--- src/rtl/cache_line_refill_pkg.sv ---
// Shared types and geometry for the cache line refill engine.
package cache_line_refill_pkg;

    localparam int ADDR_WIDTH  = 8;                        // data-RAM word address width
    localparam int LINE_WLOG2  = 2;                        // log2(words per line)
    localparam int LINE_WORDS  = 1 << LINE_WLOG2;
    localparam int TAG_WIDTH   = 30 - ADDR_WIDTH;          // tag = byte addr[31:ADDR_WIDTH+2]
    localparam int INDEX_WIDTH = ADDR_WIDTH - LINE_WLOG2;
    localparam int LINE_AWIDTH = 30 - LINE_WLOG2;          // byte addr[31:LINE_WLOG2+2]

    typedef enum logic [2:0] {
        IDLE,
        WB_RD,
        WB_LAT,
        WB_REQ,
        FILL_REQ,
        FILL_WR,
        DONE
    } refillState_t;

endpackage

--- src/rtl/cache_line_refill_if.sv ---
// Miss request, data-RAM replacement port and memory bus of the refill engine.
// master = refill engine side, slave = cache/RAM/memory side.
interface cache_line_refill_if;
    import cache_line_refill_pkg::*;

    logic                  start;
    logic [31:0]           missAddress;
    logic [1:0]            victimCh;
    logic                  victimDirty;
    logic [TAG_WIDTH-1:0]  victimTag;
    logic                  busy;
    logic                  done;
    logic                  sel;

    logic [ADDR_WIDTH-1:0] ri_readAddress;
    logic [1:0]            ri_rwChannel;
    logic [31:0]           ri_readData;
    logic [ADDR_WIDTH-1:0] ri_writeAddress;
    logic [3:0]            ri_writeByteEnable;
    logic                  ri_writeEnable;
    logic [31:0]           ri_writeData;

    logic                  mem_req;
    logic                  mem_we;
    logic [31:0]           mem_address;
    logic [31:0]           mem_writeData;
    logic                  mem_ack;
    logic [31:0]           mem_readData;

    modport master (
        input  start, missAddress, victimCh, victimDirty, victimTag,
        output busy, done, sel,
        output ri_readAddress, ri_rwChannel, ri_writeAddress, ri_writeByteEnable,
        output ri_writeEnable, ri_writeData,
        input  ri_readData,
        output mem_req, mem_we, mem_address, mem_writeData,
        input  mem_ack, mem_readData
    );

    modport slave (
        output start, missAddress, victimCh, victimDirty, victimTag,
        input  busy, done, sel,
        input  ri_readAddress, ri_rwChannel, ri_writeAddress, ri_writeByteEnable,
        input  ri_writeEnable, ri_writeData,
        output ri_readData,
        input  mem_req, mem_we, mem_address, mem_writeData,
        output mem_ack, mem_readData
    );

endinterface

--- src/rtl/cache_line_refill.sv ---
// Miss-service engine: optional word-by-word writeback of a dirty victim line,
// then linear refill of the line from memory into the data-RAM.
module cache_line_refill
    import cache_line_refill_pkg::*;
(
    input  logic                 clk,
    input  logic                 rst,
    cache_line_refill_if.master  bus
);

    refillState_t            state, nextState;
    logic [LINE_AWIDTH-1:0]  lineAddr;    // latched missAddress[31:LINE_WLOG2+2]
    logic [1:0]              chLatch;
    logic [TAG_WIDTH-1:0]    tagLatch;
    logic [LINE_WLOG2-1:0]   cnt;
    logic [31:0]             wbData;
    logic [31:0]             fillData;

    logic [INDEX_WIDTH-1:0]  lineIndex;
    logic [ADDR_WIDTH-1:0]   ramWord;
    logic                    lastWord;

    assign lineIndex = lineAddr[INDEX_WIDTH-1:0];
    assign ramWord   = {lineIndex, cnt};
    assign lastWord  = &cnt;

    // State register; reset aborts any operation straight back to IDLE.
    always_ff @(posedge clk) begin
        if (rst) state <= IDLE;
        else     state <= nextState;
    end

    // Request latches, word counter and the two data holding registers.
    // victimDirty is only consulted at accept, so it is not kept.
    always_ff @(posedge clk) begin
        if (rst) begin
            lineAddr <= '0;
            chLatch  <= '0;
            tagLatch <= '0;
            cnt      <= '0;
            wbData   <= '0;
            fillData <= '0;
        end else begin
            case (state)
                IDLE: if (bus.start) begin
                    lineAddr <= bus.missAddress[31:LINE_WLOG2+2];
                    chLatch  <= bus.victimCh;
                    tagLatch <= bus.victimTag;
                    cnt      <= '0;
                end
                WB_LAT:   wbData <= bus.ri_readData;
                WB_REQ:   if (bus.mem_ack) cnt <= cnt + 1'b1;   // wraps to 0 after last word
                FILL_REQ: if (bus.mem_ack) fillData <= bus.mem_readData;
                FILL_WR:  cnt <= cnt + 1'b1;
                default:  ;
            endcase
        end
    end

    // Next-state and control strobes; all strobes decode directly from state.
    always_comb begin
        nextState          = state;
        bus.busy           = 1'b1;
        bus.sel            = 1'b1;
        bus.done           = 1'b0;
        bus.mem_req        = 1'b0;
        bus.mem_we         = 1'b0;
        bus.ri_writeEnable = 1'b0;
        case (state)
            IDLE: begin
                bus.busy = 1'b0;
                bus.sel  = 1'b0;
                if (bus.start) nextState = bus.victimDirty ? WB_RD : FILL_REQ;
            end
            WB_RD:  nextState = WB_LAT;
            WB_LAT: nextState = WB_REQ;
            WB_REQ: begin
                bus.mem_req = 1'b1;
                bus.mem_we  = 1'b1;
                if (bus.mem_ack) nextState = lastWord ? FILL_REQ : WB_RD;
            end
            FILL_REQ: begin
                bus.mem_req = 1'b1;
                if (bus.mem_ack) nextState = FILL_WR;
            end
            FILL_WR: begin
                bus.ri_writeEnable = 1'b1;
                nextState = lastWord ? DONE : FILL_REQ;
            end
            DONE: begin
                bus.done  = 1'b1;
                nextState = IDLE;
            end
            default: nextState = IDLE;
        endcase
    end

    assign bus.ri_readAddress     = ramWord;
    assign bus.ri_writeAddress    = ramWord;
    assign bus.ri_rwChannel       = chLatch;
    assign bus.ri_writeByteEnable = 4'hF;
    assign bus.ri_writeData       = fillData;
    assign bus.mem_writeData      = wbData;
    // Writeback targets the victim's home address, refill the missing line.
    assign bus.mem_address = (state == WB_REQ) ? {tagLatch, lineIndex, cnt, 2'b00}
                                               : {lineAddr, cnt, 2'b00};

endmodule

--- src/flat_wrapper.sv ---
// flat-port wrapper written by rule: the top's interface ports become plain ports
module cache_line_refill_flat import cache_line_refill_pkg::*;
  (clk, rst, bus_start, bus_missAddress, bus_victimCh, bus_victimDirty, bus_victimTag, bus_busy, bus_done, bus_sel, bus_ri_readAddress, bus_ri_rwChannel, bus_ri_writeAddress, bus_ri_writeByteEnable, bus_ri_writeEnable, bus_ri_writeData, bus_ri_readData, bus_mem_req, bus_mem_we, bus_mem_address, bus_mem_writeData, bus_mem_ack, bus_mem_readData);
  cache_line_refill_if bus_i ();
  input  logic clk;
  input  logic rst;
  input wire logic [$bits(bus_i.start)-1:0] bus_start;
  input wire logic [$bits(bus_i.missAddress)-1:0] bus_missAddress;
  input wire logic [$bits(bus_i.victimCh)-1:0] bus_victimCh;
  input wire logic [$bits(bus_i.victimDirty)-1:0] bus_victimDirty;
  input wire logic [$bits(bus_i.victimTag)-1:0] bus_victimTag;
  output wire logic [$bits(bus_i.busy)-1:0] bus_busy;
  output wire logic [$bits(bus_i.done)-1:0] bus_done;
  output wire logic [$bits(bus_i.sel)-1:0] bus_sel;
  output wire logic [$bits(bus_i.ri_readAddress)-1:0] bus_ri_readAddress;
  output wire logic [$bits(bus_i.ri_rwChannel)-1:0] bus_ri_rwChannel;
  output wire logic [$bits(bus_i.ri_writeAddress)-1:0] bus_ri_writeAddress;
  output wire logic [$bits(bus_i.ri_writeByteEnable)-1:0] bus_ri_writeByteEnable;
  output wire logic [$bits(bus_i.ri_writeEnable)-1:0] bus_ri_writeEnable;
  output wire logic [$bits(bus_i.ri_writeData)-1:0] bus_ri_writeData;
  input wire logic [$bits(bus_i.ri_readData)-1:0] bus_ri_readData;
  output wire logic [$bits(bus_i.mem_req)-1:0] bus_mem_req;
  output wire logic [$bits(bus_i.mem_we)-1:0] bus_mem_we;
  output wire logic [$bits(bus_i.mem_address)-1:0] bus_mem_address;
  output wire logic [$bits(bus_i.mem_writeData)-1:0] bus_mem_writeData;
  input wire logic [$bits(bus_i.mem_ack)-1:0] bus_mem_ack;
  input wire logic [$bits(bus_i.mem_readData)-1:0] bus_mem_readData;
  assign bus_i.start = bus_start;
  assign bus_i.missAddress = bus_missAddress;
  assign bus_i.victimCh = bus_victimCh;
  assign bus_i.victimDirty = bus_victimDirty;
  assign bus_i.victimTag = bus_victimTag;
  assign bus_busy = bus_i.busy;
  assign bus_done = bus_i.done;
  assign bus_sel = bus_i.sel;
  assign bus_ri_readAddress = bus_i.ri_readAddress;
  assign bus_ri_rwChannel = bus_i.ri_rwChannel;
  assign bus_ri_writeAddress = bus_i.ri_writeAddress;
  assign bus_ri_writeByteEnable = bus_i.ri_writeByteEnable;
  assign bus_ri_writeEnable = bus_i.ri_writeEnable;
  assign bus_ri_writeData = bus_i.ri_writeData;
  assign bus_i.ri_readData = bus_ri_readData;
  assign bus_mem_req = bus_i.mem_req;
  assign bus_mem_we = bus_i.mem_we;
  assign bus_mem_address = bus_i.mem_address;
  assign bus_mem_writeData = bus_i.mem_writeData;
  assign bus_i.mem_ack = bus_mem_ack;
  assign bus_i.mem_readData = bus_mem_readData;
  cache_line_refill u_core (.clk(clk), .rst(rst), .bus(bus_i));
endmodule
--- config.mk ---
export PLATFORM = sky130hd
export DESIGN_NAME = cache_line_refill_flat
export DESIGN_NICKNAME = d
export VERILOG_FILES = /design/src/rtl/cache_line_refill_pkg.sv /design/src/rtl/cache_line_refill_if.sv /design/src/rtl/cache_line_refill.sv /design/src/flat_wrapper.sv
export SDC_FILE = /design/constraint.sdc
export NUM_CORES = 1
export LEC_CHECK = 0
export CORE_MARGIN = 3
export CORE_UTILIZATION = 56
export DETAILED_ROUTE_END_ITERATION = 10
export DONT_BUFFER_PORTS = 1
export GPL_ROUTABILITY_DRIVEN = 0
export PLACE_DENSITY = 0.76
export SLEW_MARGIN = 20
export SYNTH_ARGS = -nofsm -noshare
export SYNTH_HDL_FRONTEND = slang
export SYNTH_SLANG_ARGS = --single-unit
export TNS_END_PERCENT = 100
--- constraint.sdc ---
create_clock -name clk -period 1.4 [get_ports clk]
set_input_delay 0.14 -clock clk [delete_from_list [all_inputs] [get_ports clk]]
set_output_delay 0.14 -clock clk [all_outputs]
set_load 0.01 [all_outputs]
-- Word-level counts from Yosys, hierarchy flattened
Index checks and enable logic that the tools add are counted.
- ROM bits: 0
- memories: 0
- logic and storage cells: 41
- output and inout port bits: 124
- bits in latches: 0
- register bits: 121
- memory bits (writable): 0
- bits of input ports: 125
- equal/unequal tests: 9
- order comparisons: 0
- reductions and logical operators: 8
- bitwise gates (word level): 0
- shift operators: 0
- div/mod/pow operators: 0
- multiplexer cells: 16
- $mul: 0
- add/subtract/negate cells: 1
- operators by type and width (operator ; count):
    32-bit 2-to-1 mux ; 1
    3-bit case mux with 6 select lines ; 1
    3-bit 2-to-1 mux ; 5
    3-bit equality test, second input constant ; 3
    3-bit by 2-bit equality test with 1-bit output, second input constant ; 2
    2-bit 2-to-1 mux ; 3
    2-bit != test, second input constant ; 3
    2-bit case mux with 3 select lines ; 1
    2-bit AND reduction ; 3
    3-bit AND reduction ; 2
    1-bit 2-to-1 mux ; 5
    3-bit by 1-bit equality test with 1-bit output, second input constant ; 1
    3-bit logical NOT ; 1
    3-bit nonzero test ; 1
    2-bit by 1-bit adder with 2-bit output, second input constant ; 1
    2-bit OR reduction ; 1

-- Depth between registers and ports, before layout
Gate-level depths: netlist of the first run.
- depth in word-level cells: 4
- gate-level depth with buffers: 6
- depth with buffers taken out: 5

-- Worst setup path after synthesis of the first run
OpenSTA, ideal clock, no wires.
- path type: register -> output
- from: register u_core.state[0]
- to: output bus_mem_address[10]
- cell stages (with the launch flop): 6
- data required time: 1.260 ns
- setup slack: -0.062 ns
- buffers on the path: 2
- data arrival time: 1.322 ns
- cells stage by stage: dfxtp_1 -> buf_2 -> nand3_1 -> clkinv_1 -> buf_2 -> mux2_2
- word-level cells in the longest chain between the ends: 2
- ends and longest elaborated chain (item ; RTL line ; source):
    from (decl) ; cache_line_refill.sv:11 ; refillState_t state, nextState;
    from (signal assigned) ; cache_line_refill.sv:30 ; else state <= nextState;
    3-bit by 2-bit equality test with 1-bit output ; cache_line_refill.sv:105 ; assign bus.mem_address = (state == WB_REQ) ? {tagLatch, lineIndex, cnt, 2'b00}
    32-bit 2-to-1 mux ; cache_line_refill.sv:105 ;
    to (decl) ; flat_wrapper.sv:24 ; output wire logic [$bits(bus_i.mem_address)-1:0] bus_mem_address;
Every way passes these cells.

-- Worst setup path after layout of the first run
- from: register u_core.state[2]
- to: output bus_mem_address[15]
The elaborated chain is that of the path after synthesis.

==> results.md, run 1 <==
* Status: complete, but fails checks
* Failing checks: negative hold slack, negative setup slack
* Post-DRT Antenna Nets at 0
* Antenna cells at 0
* Setup crit start kind: flop
* Filler cell count at around 600
* Hold slack final at -0.3042 ns
* Most common cell after layout, fill and taps aside: nand2_1
* Max Slew Vio Count at 0
* Violation count after the first detailed-route iteration at between 150 and 200
* EDFF count, synth at 0
* H-tree depth at 4
* Yosys cell types at 33
* Max-Cap Viols at 0
* Clock Skew at around 0.018 ns
* Class of the worst hold path: primary input to flop
* Die height at roughly 99 um
* Detailed Routing Iterations Pass 1 at 5
* GRT overflow at 0
* Hold Violations, Final at 121
* Hold EP: u_core.state[2]$_SDFFE_PP0P_
* Mapped Cells at between 600 and 700
* DRC viols at 0
* Hold Crit Start: rst
* Sink Count at between 100 and 150
* Synthesized area at around 4900 um^2
* Clk buf depth at 2
* F_max at 539.9 MHz
* Seq/Total Area, Yosys at roughly half
* Total Routing Usage GR at 24.66%
* Yosys reg bits at 121
* Reg2reg end: u_core.lineAddr[0]$_SDFFE_PP0P_
* Synth warn at 0
* Clk_lat worst skew at roughly 0.5 ns
* Critical Path Most Common Cell: buf_6
* Routed wire per std cell at around 18 um
* R2R depth at 4
* CP cell instances: buf_6, inv_4, nand3_4, clkinv_4, buf_6, buf_12, mux2_4
* Kind of critical path: flop to output pin
* Crit-path slowest cell: mux2_4
* R2R Setup Slk at -0.24 ns
* Clk slew on worst S/H paths at roughly 0.060 ns
* VDD IR-drop max at roughly 900 uV
* Period Utilization, post-route at 132.3%
* CP Data Required Time at around 1.3 ns
* Max incr delay on CP at ~0.33 ns
* Primary FF master, synth: dfxtp_1
* Layout Nets at 731
* FP Rows at 33
* DR vias at between 4,000 and 5,000
* Count of final setup violators at approximately 130
* Mapped Avg Cell Area at around 8.0 um^2
* Initial antenna violation count at 0
* Placeable Area at 8341 um^2
* Final wirelength at roughly 13 mm
* CTS Hold Buffers Added at 2
* Vias in the first global route at roughly 3,900
* Asr flop ratio synth at 0%
* Most frequent cells in the layout: nand2_1 (231), dfxtp_1 (119), a21oi_1 (108)
* Worst EP arrival at 1.71 ns
* First-pass GRT wire length at roughly 19 mm
* Die area at 9891 um^2
* Die width at roughly 100 um
* Crit Path Max Fanout at 6
* Largest net degree at the start of global routing at 124
* Share of layout cells above drive strength 1 at approximately a fifth
* Pwr per Cell Area at ~1800 nW/um^2
* Worst setup margin at -0.4521 ns
* Fin crit period at between 1.5 and 2 ns
* DP Worst Slack at -0.1573 ns
* Leak pwr at about 2.2 nW
* Initial Util at about three fifths
* CTS tree: yes
* Post-detail-place hpwl at around 7.8 mm
* Num CTS Buffers at 17
* RSZ-0062 raised after global routing: yes
* Port bufs at 0
* # IOs at 249
* Nature of the critical path endpoint: output pin
* Vias per inst at approximately 5.6
* CTS root buf: clkbuf_8
* Worst reg2reg startpoint: u_core.state[2]$_SDFFE_PP0P_
* Area growth, synth to finish at 24.64%
* Hold path cells at 1
==> flip-flops by register name, indices dropped and copies added, names as in the netlist <==
signal,flops
u_core.cnt,2
u_core.state,3
u_core.bus.ri_writeData,32
u_core.bus.mem_writeData,32
u_core.lineAddr,28
u_core.bus.ri_rwChannel,2
u_core.tagLatch,22
==> cell usage after synthesis (2+ instances only) <==
cell / n / area [um^2]
buf_4: 30 / 225.2
dfxtp_1: 121 / 2422
o32ai_1: 2 / 17.52
buf_6: 6 / 67.56
nand2b_1: 2 / 12.51
or3_1: 2 / 12.51
o221ai_1: 2 / 17.52
clkbuf_1: 19 / 71.32
inv_1: 5 / 18.77
buf_2: 19 / 95.09
nor2_1: 5 / 18.77
o21ai_0: 2 / 10.01
nand3b_1: 2 / 15.01
nand3_1: 2 / 10.01
nand2_1: 234 / 878.3
a21oi_1: 117 / 585.6
conb_1: 2 / 7.510
o21ba_2: 2 / 20.02
mux2_2: 22 / 247.7
==> power breakdown <==
part	internal [mW]	total [mW]	leakage [nW]	switching (mW)
sequential	3.80	4.10	0.986	0.296
clock	3.15	4.66	0.310	1.51
combinational	1.01	2.19	0.940	1.18
==> worst max-delay path: cells and delay by family, from the launching register on <==
family | cells | cell delay (ns)
muxes | 1 | 0.33
DFF | 1 | 0.32
and+or+nand+nor | 1 | 0.07
buffers and inverters | 5 | 0.49
==> kinds of logic after synthesis <==
kind of cell,synth area share [%]
and+or+nand+nor,21.05
buffers and inverters,9.849
AOI/OAI and AO/OA,14.10
muxes,5.065
other,0.1535
DFF,49.53
adders and majority gates,0.2558
==> routing by layer <==
metal  global-route usage, %  vias to the layer above  wire (um)
met5                       0                        -          0
met4                   10.92                        0        339
met3                   7.784                       28       1199
met2                   42.15                      190       6547
met1                   28.24                     1894       4891
li1                        -                     1944          -
==> timing repair <==
item / 4_1_cts / 5_1_grt
resized for setup: 51 / 22
buffers inserted: 11 / 2
setup endpoints to repair: 116 / 148
gates cloned: 4 / 5
pin swaps: 0 / 1
endpoints found under the hold margin: 121 / 121
==> cell type report <==
cell class | instances | area (um^2) | area share (%)
inverter | 6 | 30.03 | 0.4926
sequential | 121 | 2425 | 39.78
clock inverter | 12 | 197.7 | 3.243
tap | 105 | 131.4 | 2.155
timing repair buffer | 46 | 639.4 | 10.49
clock buffer | 19 | 441.7 | 7.245
multi-input combinational | 413 | 2231 | 36.60
==> metrics by stage <==
| stage | util, % | cells | setup TNS (ns) | area [um^2] | total power [mW] |
|---|---|---|---|---|---|
| final | 73.09 | 722 | -22.71 | 6096 | 10.95 |
| after global routing | 73.09 | 722 | -30.93 | 6096 | 11.42 |
| after CTS | 70.64 | 716 | -23.26 | 5892 | 10.73 |
| after detailed placement | 58.27 | 668 | -10.53 | 4860 | 5.752 |
| after global placement | 58.27 | 668 | -6.631 | 4860 | 5.677 |
| after floorplan | - | 614 | -1.151 | 4933 | 5.531 |
==> worst max path at each step <==
stage / start / to / slack [ns] / depth (start not counted)
6_report: u_core.state[2]$_SDFFE_PP0P_ / bus_mem_address[15] / -0.45 / 7
5_1_grt: u_core.state[2]$_SDFFE_PP0P_ / bus_mem_address[26] / -0.52 / 7
4_1_cts: u_core.state[2]$_SDFFE_PP0P_ / bus_mem_address[26] / -0.47 / 7
3_5_place_dp: u_core.state[2]$_SDFFE_PP0P_ / u_core.tagLatch[7]$_SDFFE_PP0P_ / -0.16 / 4
3_3_place_gp: u_core.state[2]$_SDFFE_PP0P_ / u_core.lineAddr[6]$_SDFFE_PP0P_ / -0.11 / 4
2_1_floorplan: u_core.state[0]$_SDFFE_PP0P_ / u_core.bus.ri_rwChannel[0]$_SDFFE_PP0P_ / -0.02 / 6
(Power assumes the default switching activity.)
==> inputs of run 2 (changes only) <==
--- a/config.mk
+++ b/config.mk
@@ -7,10 +7,11 @@
 export LEC_CHECK = 0
 export CORE_MARGIN = 3
 export CORE_UTILIZATION = 56
+export CTS_CLUSTER_DIAMETER = 60
 export DETAILED_ROUTE_END_ITERATION = 10
 export DONT_BUFFER_PORTS = 1
 export GPL_ROUTABILITY_DRIVEN = 0
-export PLACE_DENSITY = 0.76
+export PLACE_DENSITY = 0.8
 export SLEW_MARGIN = 20
 export SYNTH_ARGS = -nofsm -noshare
 export SYNTH_HDL_FRONTEND = slang
==> run 2 against run 1 <==
The flow still finishes with violations (negative hold slack, negative setup slack). Worst hold slack better by 0.015 ns. Via count is 25% higher. Routed wire length is 69% higher. Final cell count is 6.0% higher. Maximum frequency is 0.27% higher. Global-route usage is 4.4 points higher. First-iteration DRC count grew to 2.9 times the previous value. Largest cell class is now multi-input gates.
==> results.md, run 2 (synthesis results as in run 1) <==
* Max-Cap Viols at 0 (unchanged)
* CP Launch Point: u_core.state[2]$_SDFFE_PP0P_
* Initial Util at 58.64% (unchanged)
* Nature of the critical path endpoint: output pin
* Initial antenna violation count at 0 (unchanged)
* Detailed Routing Iterations Pass 1 at 7 (+2)
* DRC viols at 0 (unchanged)
* R2R Setup Slk at -0.34 ns (-0.10 ns)
* CTS Hold Buffers Added at 2 (unchanged)
* CP Data Required Time at 1.26 ns (about the same)
* Worst reg2reg startpoint: u_core.state[0]$_SDFFE_PP0P_
* Worst Setup EP: bus_mem_address[19]
* Filler cell count at 172 (-71%)
* Die area at 9891 um^2 (unchanged)
* Sink Count at 121 (unchanged)
* Worst setup margin at -0.4470 ns (+0.005048 ns)
* Largest net degree at the start of global routing at 124 (unchanged)
* H-tree depth at 4 (unchanged)
* Clk_lat worst skew at 0.50 ns (about the same)
* Worst EP arrival at 1.71 ns (about the same)
* Fin crit period at 1.847 ns (-0.005048 ns)
* Most frequent cells in the layout: dfxtp_1 (118), a21oi_2 (104), nand2_4 (103)
* VDD IR-drop max at 1367 uV (+53%)
* Num CTS Buffers at 17 (unchanged)
* Period Utilization, post-route at 131.9% (-0.36 points)
* Hold slack final at -0.2889 ns (+0.01532 ns)
* Port bufs at 0 (unchanged)
* Clock Skew at 0.008089 ns (-0.009506 ns)
* CTS root buf: clkbuf_8
* Leak pwr at 3.176 nW (+42%)
* Share of layout cells above drive strength 1 at 61.06% (+40 points)
* Most common cell after layout, fill and taps aside: dfxtp_1
* Die width at 99.46 um (unchanged)
* Kind of critical path: flop to output pin
* Antenna cells at 0 (unchanged)
* Setup crit start kind: flop
* Total Routing Usage GR at 29.03% (+4.4 points)
* Reg2reg end: u_core.lineAddr[23]$_SDFFE_PP0P_
* Sequential cell area at 2431 um^2 (+0.26%)
* Final total power at 13.03 mW (+19%)
* Clk buf depth at 2 (unchanged)
* CTS tree: yes
* FP Rows at 33 (unchanged)
* # IOs at 249 (unchanged)
* First-pass GRT wire length at 22.17 mm (+14%)
* R2R depth at 6 (+2)
* Class of the worst hold path: primary input to flop
* GRT overflow at 0 (unchanged)
* Final wirelength at 21.87 mm (+69%)
* Post-DRT Antenna Nets at 0 (unchanged)
* DR vias at 5,060 (+25%)
* Clk slew on worst S/H paths at 0.06 ns (about the same)
* Max Slew Vio Count at 0 (unchanged)
* Vias in the first global route at 4,389 (+13%)
* F_max at 541.4 MHz (+0.27%)
* Failing checks: negative hold slack, negative setup slack
* Footprint of the multi-input gates at 3467 um^2 (+55%)
* Vias per inst at 6.614 (+18%)
* Pwr per Cell Area at 1636 nW/um^2 (-8.9%)
* Area growth, synth to finish at 62.85%
* Hold Violations, Final at 121 (unchanged)
* Crit Path Max Fanout at 6 (unchanged)
* Placeable Area at 8341 um^2 (unchanged)
* Routed wire per std cell at 28.59 um (+59%)
* RSZ-0062 raised after global routing: yes
* Die height at 99.46 um (unchanged)
* Status: complete, but fails checks
* Post-detail-place hpwl at 7.711 mm (-1.3%)
* Violation count after the first detailed-route iteration at 481 (+190%)
* Layout Nets at 773 (+5.7%)
* Count of final setup violators at 148 (+17%)
-- run 2: worst max-delay path, cell delays in order, from the launching register on --
cell and delay (ns):
dfxtp_2 0.34, inv_2 0.08, nand3_4 0.08, inv_4 0.09
buf_6 0.14, buf_16 0.14, mux2_4 0.33
-- run 2: worst min path at each step --
| stage | from | slack [ns] | cells past startpoint | endpoint |
|---|---|---|---|---|
| final | rst | -0.29 | 1 | u_core.bus.mem_writeData[27]$_SDFFE_PP0P_ |
| after global routing | rst | -0.32 | 1 | u_core.bus.mem_writeData[23]$_SDFFE_PP0P_ |
| after CTS | rst | -0.31 | 1 | u_core.bus.mem_writeData[30]$_SDFFE_PP0P_ |
| after detailed placement | rst | 0.22 | 1 | u_core.bus.mem_writeData[30]$_SDFFE_PP0P_ |
| after global placement | rst | 0.22 | 1 | u_core.bus.mem_writeData[26]$_SDFFE_PP0P_ |
| after floorplan | bus_mem_ack | 0.26 | 1 | u_core.state[0]$_SDFFE_PP0P_ |
-- run 2: metal layers --
metal,GRT usage [%],wire [um],up-vias
met5,0,0,-
met4,11.13,1667,0
met3,9.397,2296,152
met2,51.39,10680,471
met1,32.31,7226,2390
li1,-,-,2047
-- run 2: final cells by class --
type | count | share of cell area (%)
Clock buffer | 21 | 5.514
Timing Repair Buffer | 88 | 16.27
Tap cell | 105 | 1.649
Multi-Input combinational cell | 413 | 43.53
Clock inverter | 11 | 2.152
Sequential cell | 121 | 30.52
Inverter | 6 | 0.3613
-- run 2: timing repair --
action	CTS	global route
hold endpoints to repair	121	121
pin swaps	9	194
gates cloned	17	9
setup buffers	35	17
gates resized for setup	107	356
endpoints found under the setup margin	112	148
-- run 2: power by group --
part	leakage [nW]	switching [mW]	internal (mW)
clock	0.292	1.64	2.94
sequential	0.987	0.497	3.81
combinational	1.90	2.13	2.01
total	3.18	4.27	8.76
-- run 2: through the flow --
stage,area [um^2],utilization (%),setup WS (ns),instances,setup TNS [ns]
2_1_floorplan,4933,-,-0.02303,614,-1.151
3_3_place_gp,4876,58.46,-0.04195,671,-2.079
3_5_place_dp,4876,58.46,-0.1017,671,-4.103
4_1_cts,6589,79.00,-0.3930,754,-27.07
5_1_grt,7965,95.50,-0.4713,765,-47.50
6_report,7965,95.50,-0.4470,765,-42.62
